--- config.mk ---
export PLATFORM = sky130hd
export DESIGN_NAME = core_pipe_exec_lsu_split_flat
export DESIGN_NICKNAME = d
export VERILOG_FILES = /design/src/rtl/core_pipe_exec_lsu_split_if.sv /design/src/rtl/core_pipe_exec_lsu_split.sv /design/src/flat_wrapper.sv
export SDC_FILE = /design/constraint.sdc
export NUM_CORES = 1
export LEC_CHECK = 0
export CAP_MARGIN = 0
export CORE_MARGIN = 3
export CORE_UTILIZATION = 44
export CTS_CLUSTER_SIZE = 14
export DETAILED_ROUTE_END_ITERATION = 6
export HOLD_SLACK_MARGIN = 0.12
export PLACE_DENSITY = 0.75
export RECOVER_POWER = 100
export SLEW_MARGIN = 20
export SYNTH_ARGS = -nofsm -noshare
export SYNTH_HDL_FRONTEND = slang
export SYNTH_SLANG_ARGS = --single-unit
export TNS_END_PERCENT = 10
--- constraint.sdc ---
create_clock -name g_clk -period 6.09 [get_ports g_clk]
set_clock_uncertainty 0.15 [all_clocks]
set_input_delay 0.609 -clock g_clk [delete_from_list [all_inputs] [get_ports g_clk]]
set_output_delay 0.609 -clock g_clk [all_outputs]
set_load 0.005 [all_outputs]
--- src/rtl/core_pipe_exec_lsu_split_if.sv ---
// Execute-stage LSU bundle: core request/response channel plus data-memory bus.
// master = core/memory side, slave = the LSU.
interface core_pipe_exec_lsu_split_if #(
  parameter int XLEN       = 64,
  parameter int MEM_DATA_W = 64
);
  localparam int B = MEM_DATA_W / 8;

  logic                  in_valid, in_ready;
  logic [XLEN-1:0]       in_addr, in_wdata;
  logic                  in_load, in_store, in_sext;
  logic [1:0]            in_size;
  logic                  rsp_valid, rsp_trap_bus, rsp_trap_addr;
  logic [XLEN-1:0]       rsp_rdata;
  logic                  dmem_req, dmem_wen, dmem_gnt, dmem_err;
  logic [XLEN-1:0]       dmem_addr;
  logic [B-1:0]          dmem_strb;
  logic [MEM_DATA_W-1:0] dmem_wdata, dmem_rdata;

  modport master (
    output in_valid, in_addr, in_wdata, in_load, in_store, in_size, in_sext,
    input  in_ready, rsp_valid, rsp_rdata, rsp_trap_bus, rsp_trap_addr,
    input  dmem_req, dmem_addr, dmem_wen, dmem_strb, dmem_wdata,
    output dmem_gnt, dmem_err, dmem_rdata
  );

  modport slave (
    input  in_valid, in_addr, in_wdata, in_load, in_store, in_size, in_sext,
    output in_ready, rsp_valid, rsp_rdata, rsp_trap_bus, rsp_trap_addr,
    output dmem_req, dmem_addr, dmem_wen, dmem_strb, dmem_wdata,
    input  dmem_gnt, dmem_err, dmem_rdata
  );
endinterface

--- src/rtl/core_pipe_exec_lsu_split.sv ---
// Execute-stage load/store unit: splits bus-word-crossing accesses into two
// beats, merges and extends read data, one registered response per access.
module core_pipe_exec_lsu_split #(
  parameter int XLEN        = 64,
  parameter int MEM_DATA_W  = 64,
  parameter int MISALIGN_EN = 1
) (
  input  logic g_clk,
  input  logic g_rst,
  core_pipe_exec_lsu_split_if.slave bus
);
  localparam int B  = MEM_DATA_W / 8;
  localparam int OW = $clog2(B);
  localparam int MW = $clog2(MEM_DATA_W);

  typedef enum logic [1:0] {IDLE, BEAT0, BEAT1, RESP} state_t;
  typedef struct packed {
    logic [XLEN-1:0] addr;
    logic [XLEN-1:0] wdata;
    logic            store;
    logic [1:0]      size;
    logic            sext;
    logic            split;
  } req_t;

  state_t                state, state_nx;
  req_t                  req_q;
  logic                  trap_bus_q, trap_addr_q;
  logic [MEM_DATA_W-1:0] rd0_q, rd1_q;

  logic       hs, in_split, in_mis, in_big, in_bad, align_err;
  logic [3:0] in_nbytes;
  logic [4:0] in_end;
  assign hs        = bus.in_valid && (state == IDLE);
  assign in_nbytes = 4'd1 << bus.in_size;
  assign in_end    = 5'(bus.in_addr[OW-1:0]) + 5'(in_nbytes);
  assign in_split  = in_end > 5'(B);
  assign in_mis    = (bus.in_addr[2:0] & 3'(in_nbytes - 4'd1)) != 3'd0;
  assign in_big    = 5'(in_nbytes) > 5'(B);
  assign in_bad    = (XLEN == 32) && (bus.in_size == 2'd3);
  assign align_err = in_bad || (in_mis && (MISALIGN_EN == 0 || in_big));

  // Beat 1 strobes/data are simply the spill-over half of a double-width shift.
  logic [OW-1:0]           off;
  logic [XLEN-1:0]         addr0, addr1;
  logic [3:0]              nbytes;
  logic [15:0]             strb_w;
  logic [2*MEM_DATA_W-1:0] wd_w;
  assign off    = req_q.addr[OW-1:0];
  assign addr0  = {req_q.addr[XLEN-1:OW], {OW{1'b0}}};
  assign addr1  = addr0 + XLEN'(B);
  assign nbytes = 4'd1 << req_q.size;
  assign strb_w = ((16'd1 << nbytes) - 16'd1) << off;
  assign wd_w   = {{(2*MEM_DATA_W-XLEN){1'b0}}, req_q.wdata} << {off, 3'b000};

  logic [OW+3:0]         sh_hi;
  logic [MEM_DATA_W-1:0] merged;
  logic [6:0]            nbits;
  logic [XLEN-1:0]       keep, ext;
  logic                  sign;
  assign sh_hi  = {(OW+1)'(B) - {1'b0, off}, 3'b000};
  assign merged = (rd0_q >> {off, 3'b000}) | (req_q.split ? rd1_q << sh_hi : '0);
  assign nbits  = 7'd8 << req_q.size;
  assign keep   = (int'(nbits) >= XLEN) ? '1 : (XLEN'(1) << nbits) - XLEN'(1);
  assign sign   = req_q.sext && merged[MW'(nbits - 7'd1)];
  assign ext    = (merged[XLEN-1:0] & keep) | (sign ? ~keep : '0);

  always_ff @(posedge g_clk) begin
    if (g_rst) state <= IDLE;
    else       state <= state_nx;
  end

  always_comb begin
    state_nx = state;
    case (state)
      IDLE:    if (hs) state_nx = align_err ? RESP : BEAT0;
      BEAT0:   if (bus.dmem_gnt) state_nx = (bus.dmem_err || !req_q.split) ? RESP : BEAT1;
      BEAT1:   if (bus.dmem_gnt) state_nx = RESP;
      default: state_nx = IDLE;
    endcase
  end

  always_ff @(posedge g_clk) begin
    if (g_rst) begin
      req_q       <= '0;
      trap_bus_q  <= 1'b0;
      trap_addr_q <= 1'b0;
      rd0_q       <= '0;
      rd1_q       <= '0;
    end else begin
      if (hs) begin
        req_q <= '{addr: bus.in_addr, wdata: bus.in_wdata, store: bus.in_store & ~bus.in_load,
                   size: bus.in_size, sext: bus.in_sext, split: in_split};
        trap_addr_q <= align_err;
        trap_bus_q  <= 1'b0;
      end
      if (state == BEAT0 && bus.dmem_gnt) begin
        rd0_q      <= bus.dmem_rdata;
        trap_bus_q <= bus.dmem_err;
      end
      if (state == BEAT1 && bus.dmem_gnt) begin
        rd1_q      <= bus.dmem_rdata;
        trap_bus_q <= trap_bus_q | bus.dmem_err;
      end
    end
  end

  // Bus fields come only from latched state, so they hold steady through stalls.
  always_comb begin
    bus.in_ready      = (state == IDLE);
    bus.rsp_valid     = (state == RESP);
    bus.rsp_trap_bus  = (state == RESP) && trap_bus_q;
    bus.rsp_trap_addr = (state == RESP) && trap_addr_q;
    bus.rsp_rdata     = (state == RESP && !req_q.store && !trap_bus_q && !trap_addr_q) ? ext : '0;
    bus.dmem_req      = 1'b0;
    bus.dmem_addr     = '0;
    bus.dmem_wen      = 1'b0;
    bus.dmem_strb     = '0;
    bus.dmem_wdata    = '0;
    case (state)
      BEAT0: begin
        bus.dmem_req   = 1'b1;
        bus.dmem_addr  = addr0;
        bus.dmem_wen   = req_q.store;
        bus.dmem_strb  = strb_w[B-1:0];
        bus.dmem_wdata = wd_w[MEM_DATA_W-1:0];
      end
      BEAT1: begin
        bus.dmem_req   = 1'b1;
        bus.dmem_addr  = addr1;
        bus.dmem_wen   = req_q.store;
        bus.dmem_strb  = strb_w[2*B-1:B];
        bus.dmem_wdata = wd_w[2*MEM_DATA_W-1:MEM_DATA_W];
      end
      default: ;
    endcase
  end
endmodule

--- src/flat_wrapper.sv ---
// flat-port wrapper written by rule: the top's interface ports become plain ports
module core_pipe_exec_lsu_split_flat 
#(
  parameter int XLEN        = 64,
  parameter int MEM_DATA_W  = 64,
  parameter int MISALIGN_EN = 1
)
  (g_clk, g_rst, bus_in_valid, bus_in_addr, bus_in_wdata, bus_in_load, bus_in_store, bus_in_size, bus_in_sext, bus_in_ready, bus_rsp_valid, bus_rsp_rdata, bus_rsp_trap_bus, bus_rsp_trap_addr, bus_dmem_req, bus_dmem_addr, bus_dmem_wen, bus_dmem_strb, bus_dmem_wdata, bus_dmem_gnt, bus_dmem_err, bus_dmem_rdata);
  core_pipe_exec_lsu_split_if #(.XLEN(XLEN), .MEM_DATA_W(MEM_DATA_W)) bus_i ();
  input  logic g_clk;
  input  logic g_rst;
  input wire logic [$bits(bus_i.in_valid)-1:0] bus_in_valid;
  input wire logic [$bits(bus_i.in_addr)-1:0] bus_in_addr;
  input wire logic [$bits(bus_i.in_wdata)-1:0] bus_in_wdata;
  input wire logic [$bits(bus_i.in_load)-1:0] bus_in_load;
  input wire logic [$bits(bus_i.in_store)-1:0] bus_in_store;
  input wire logic [$bits(bus_i.in_size)-1:0] bus_in_size;
  input wire logic [$bits(bus_i.in_sext)-1:0] bus_in_sext;
  output wire logic [$bits(bus_i.in_ready)-1:0] bus_in_ready;
  output wire logic [$bits(bus_i.rsp_valid)-1:0] bus_rsp_valid;
  output wire logic [$bits(bus_i.rsp_rdata)-1:0] bus_rsp_rdata;
  output wire logic [$bits(bus_i.rsp_trap_bus)-1:0] bus_rsp_trap_bus;
  output wire logic [$bits(bus_i.rsp_trap_addr)-1:0] bus_rsp_trap_addr;
  output wire logic [$bits(bus_i.dmem_req)-1:0] bus_dmem_req;
  output wire logic [$bits(bus_i.dmem_addr)-1:0] bus_dmem_addr;
  output wire logic [$bits(bus_i.dmem_wen)-1:0] bus_dmem_wen;
  output wire logic [$bits(bus_i.dmem_strb)-1:0] bus_dmem_strb;
  output wire logic [$bits(bus_i.dmem_wdata)-1:0] bus_dmem_wdata;
  input wire logic [$bits(bus_i.dmem_gnt)-1:0] bus_dmem_gnt;
  input wire logic [$bits(bus_i.dmem_err)-1:0] bus_dmem_err;
  input wire logic [$bits(bus_i.dmem_rdata)-1:0] bus_dmem_rdata;
  assign bus_i.in_valid = bus_in_valid;
  assign bus_i.in_addr = bus_in_addr;
  assign bus_i.in_wdata = bus_in_wdata;
  assign bus_i.in_load = bus_in_load;
  assign bus_i.in_store = bus_in_store;
  assign bus_i.in_size = bus_in_size;
  assign bus_i.in_sext = bus_in_sext;
  assign bus_in_ready = bus_i.in_ready;
  assign bus_rsp_valid = bus_i.rsp_valid;
  assign bus_rsp_rdata = bus_i.rsp_rdata;
  assign bus_rsp_trap_bus = bus_i.rsp_trap_bus;
  assign bus_rsp_trap_addr = bus_i.rsp_trap_addr;
  assign bus_dmem_req = bus_i.dmem_req;
  assign bus_dmem_addr = bus_i.dmem_addr;
  assign bus_dmem_wen = bus_i.dmem_wen;
  assign bus_dmem_strb = bus_i.dmem_strb;
  assign bus_dmem_wdata = bus_i.dmem_wdata;
  assign bus_i.dmem_gnt = bus_dmem_gnt;
  assign bus_i.dmem_err = bus_dmem_err;
  assign bus_i.dmem_rdata = bus_dmem_rdata;
  core_pipe_exec_lsu_split #(.XLEN(XLEN), .MEM_DATA_W(MEM_DATA_W), .MISALIGN_EN(MISALIGN_EN)) u_core (.g_clk(g_clk), .g_rst(g_rst), .bus(bus_i));
endmodule
==> metrics.yaml, run 1 <==
status:
  status: "finished with violations"
  violations: "design-rule violations, max-capacitance violations, max-slew violations"
cells_and_area:
  utilization_pct: 57.5
  drive_gt1_share_pct: 6.51
  final_nets: 3078
  syn_to_final_growth_pct: 27.7
min_path:
  holdPathStages: 2
  hp-class: "reg -> reg"
timing:
  rsz0062_at_grt: "false"
  fmax_ghz: 0.168
  fin_crit_ps: 5950
  maxSlewViolCount: 346
  fin_setup_tns_ps: 0
  worstMarginPinSlew_ps: 3490
  hold_violations: 0
  slew_headroom_pct: -133
  post-route-period-util_pct: 97.8
  setup_viol: 0
place:
  gpl.final_weighted_congestion: 0.992
  dp.final_hpwl_mm: 61.5
  portBuffers: 404
clock_tree:
  postCtsSetupRepairBufs: 0
  clock_latency_ps: 540
  cts_root_buf: "clkbuf_16"
  htreeDepth: 2
  clockBufferDepth: 3
  holdBufCountCts: 0
  cts.sinks: 265
  cts_buffers: 34
  cts_resized: 0
  clk_pin_slew_ps: 60
  cts_tree: "done"
global_route:
  grt_usage_pct: 36.0
  grt_max_degree: 152
  grt_pass1_wl_mm: 125
  antenna_found_initial: 2
  grt_overflow: 0
  grt_pass1_vias: 20300
synth:
  yosys_register_bits: 265
  synth_cells: 2610
  synthArstFlopShare_pct: 0
  avgSynthCellArea_um2: 7.13
  ys_seq_area_share_pct: 28.5
  synth_area_leaders: "dfxtp_1 29%, nand2_1 15%, a21oi_1 10%"
  netlist.area_leader.share_pct: 28.5
  synth_common_cells: "727 x nand2_1, 381 x a21oi_1, 265 x dfxtp_1"
  yosys_warnings: 0
  netlist_area_mm2: 0.0186
  synthFlopType: "dfxtp_1"
  yosysTopAreaCell: "dfxtp_1"
  synth_edf_count: 0
  synth.most_common_cell: "nand2_1"
  ys_types: 76
worst_setup_path:
  criticalPathCategory: "reg -> out"
  cp.arrival_ps: 5200
  reg2regPathDepth: 6
  r2r_slack_ps: 900
  cp-startpoint: "u_core.state[0]"
  required_ps: 5330
  cp-endpoint: "bus_dmem_wdata[19]"
  rr_startpoint: "u_core.state[0]"
  start_kind: "flip-flop"
  end_kind: "output pin"
  r2r-end: "u_core.addr0[39]"
  cp_max_fo: 18
die:
  coreArea_mm2: 0.0413
  chipWidth_um: 212
  initial_core_util_pct: 45.0
  die-area_mm2: 0.0448
  rows: 74
  io_pins: 408
  die_y_um: 212
drt:
  detail_route.first_pass.iterations: 7
  drt-initial-drc-count: 2457
  wl_per_cell_um: 24.7
  vias_per_cell: 6.31
  ant_nets: 0
  vias: 21600
  wirelength_mm: 84.6
  post-route-drc-count: 8
run:
  maxCapViolations: 6
power:
  power.leakage_nw: 8.54
  power_density_mw_per_mm2: 317
  max-vdd-ir-drop_mv: 0.320
==> registers in the layout, summed over array words and instances, names as in the netlist <==
signal and flops:
u_core.state 2, u_core.trap_addr_q 1, u_core.rd0_q 64, u_core.addr0 61
u_core.trap_bus_q 1, u_core.rd1_q 64, u_core.off 3, u_core.req_q 69
==> kinds of logic (layout without fill, tap and decap cells) <==
| kind of cell | count (synthesis) | after routing | share of synthesized area [%] |
|---|---|---|---|
| simple gates | 1059 | 1059 | 24.7 |
| compound gates | 806 | 806 | 26.4 |
| flops | 265 | 265 | 28.5 |
| buf+inv | 254 | 530 | 5.54 |
| mux | 207 | 207 | 13.6 |
| fa+ha+maj | 14 | 14 | 0.982 |
| xor+xnor | 4 | 4 | 0.188 |
| other cells | 1 | 5 | 0.0202 |
==> layout by cell type, fill, tap and decap left out, drive strengths merged, types with 34 or more instances in the layout <==
cell,n
mux2,42
nor3,38
dlygate4sd3,152
clkdlybuf4s50,251
mux2i,133
buf,34
o21ai,148
nand3,42
a21oi,382
a22oi,58
nor2,78
nand2,727
clkbuf,49
nor2b,56
dfxtp,265
==> how the worst min path moves through the flow <==
stage | endpoint | start
2_1_floorplan | u_core.rd0_q[0] | u_core.rd0_q[0]
3_3_place_gp | u_core.rd0_q[6] | u_core.rd0_q[6]
3_5_place_dp | u_core.rd1_q[62] | u_core.rd1_q[62]
4_1_cts | u_core.rd1_q[62] | u_core.rd1_q[62]
5_1_grt | u_core.rd1_q[55] | u_core.rd1_q[55]
6_report | u_core.rd1_q[62] | u_core.rd1_q[62]
==> cell type report <==
type,instances,area (µm²)
Fill cell,3909,17500
Multi-Input combinational cell,2093,12300
Sequential cell,265,5310
Timing Repair Buffer,446,4350
Clock buffer,40,895
Tap cell,532,666
Clock inverter,22,184
Inverter,22,82.6
Antenna cell,2,5.00
==> routing by layer <==
layer	share of wire (%)	wire (µm)	track usage [%]	vias to the layer above
li1	-	-	-	9824
met1	40	33700	46.3	10300
met2	46	39100	59.5	1246
met3	8.6	7310	5.60	221
met4	5.3	4450	16.9	2
met5	0.013	11	0	-
==> where the power goes <==
| group | internal, mW | switching (mW) |
|---|---|---|
| logic | 1.15 | 1.97 |
| clock network | 1.12 | 0.855 |
| registers | 2.00 | 0.441 |
==> critical path, cell delays in order, from the launching register on <==
cell	delay [ps]
dfxtp_1	360
inv_1	100
ha_1	140
clkbuf_1	650
inv_1	520
nor2_1	1380
buf_4	400
a22oi_1	100
a21boi_0	360
dlygate4sd3_1	640
==> metrics by stage <==
| step | worst slack (ps) | total power, mW | hold slack (ps) | area [µm²] | cells |
|---|---|---|---|---|---|
| finish | 136 | 7.54 | 310 | 23800 | 3422 |
| global route | 4.61 | 7.88 | 335 | 23800 | 3421 |
| CTS | 392 | 7.49 | 310 | 23800 | 3420 |
| detailed placement | 1000 | 5.52 | 303 | 22700 | 3358 |
| global placement | 1110 | 5.47 | 296 | 22700 | 3358 |
| floorplan | 1990 | 4.33 | 283 | 18600 | 2612 |
Note: power is estimated with default switching activity, not from simulation.
==> run 2: changes to the inputs <==
--- a/config.mk
+++ b/config.mk
@@ -17,4 +17,3 @@
 export SYNTH_ARGS = -nofsm -noshare
 export SYNTH_HDL_FRONTEND = slang
 export SYNTH_SLANG_ARGS = --single-unit
-export TNS_END_PERCENT = 10
==> results of run 2 <==
Same layout as run 1: the final DEF is identical, and so are final timing and power.
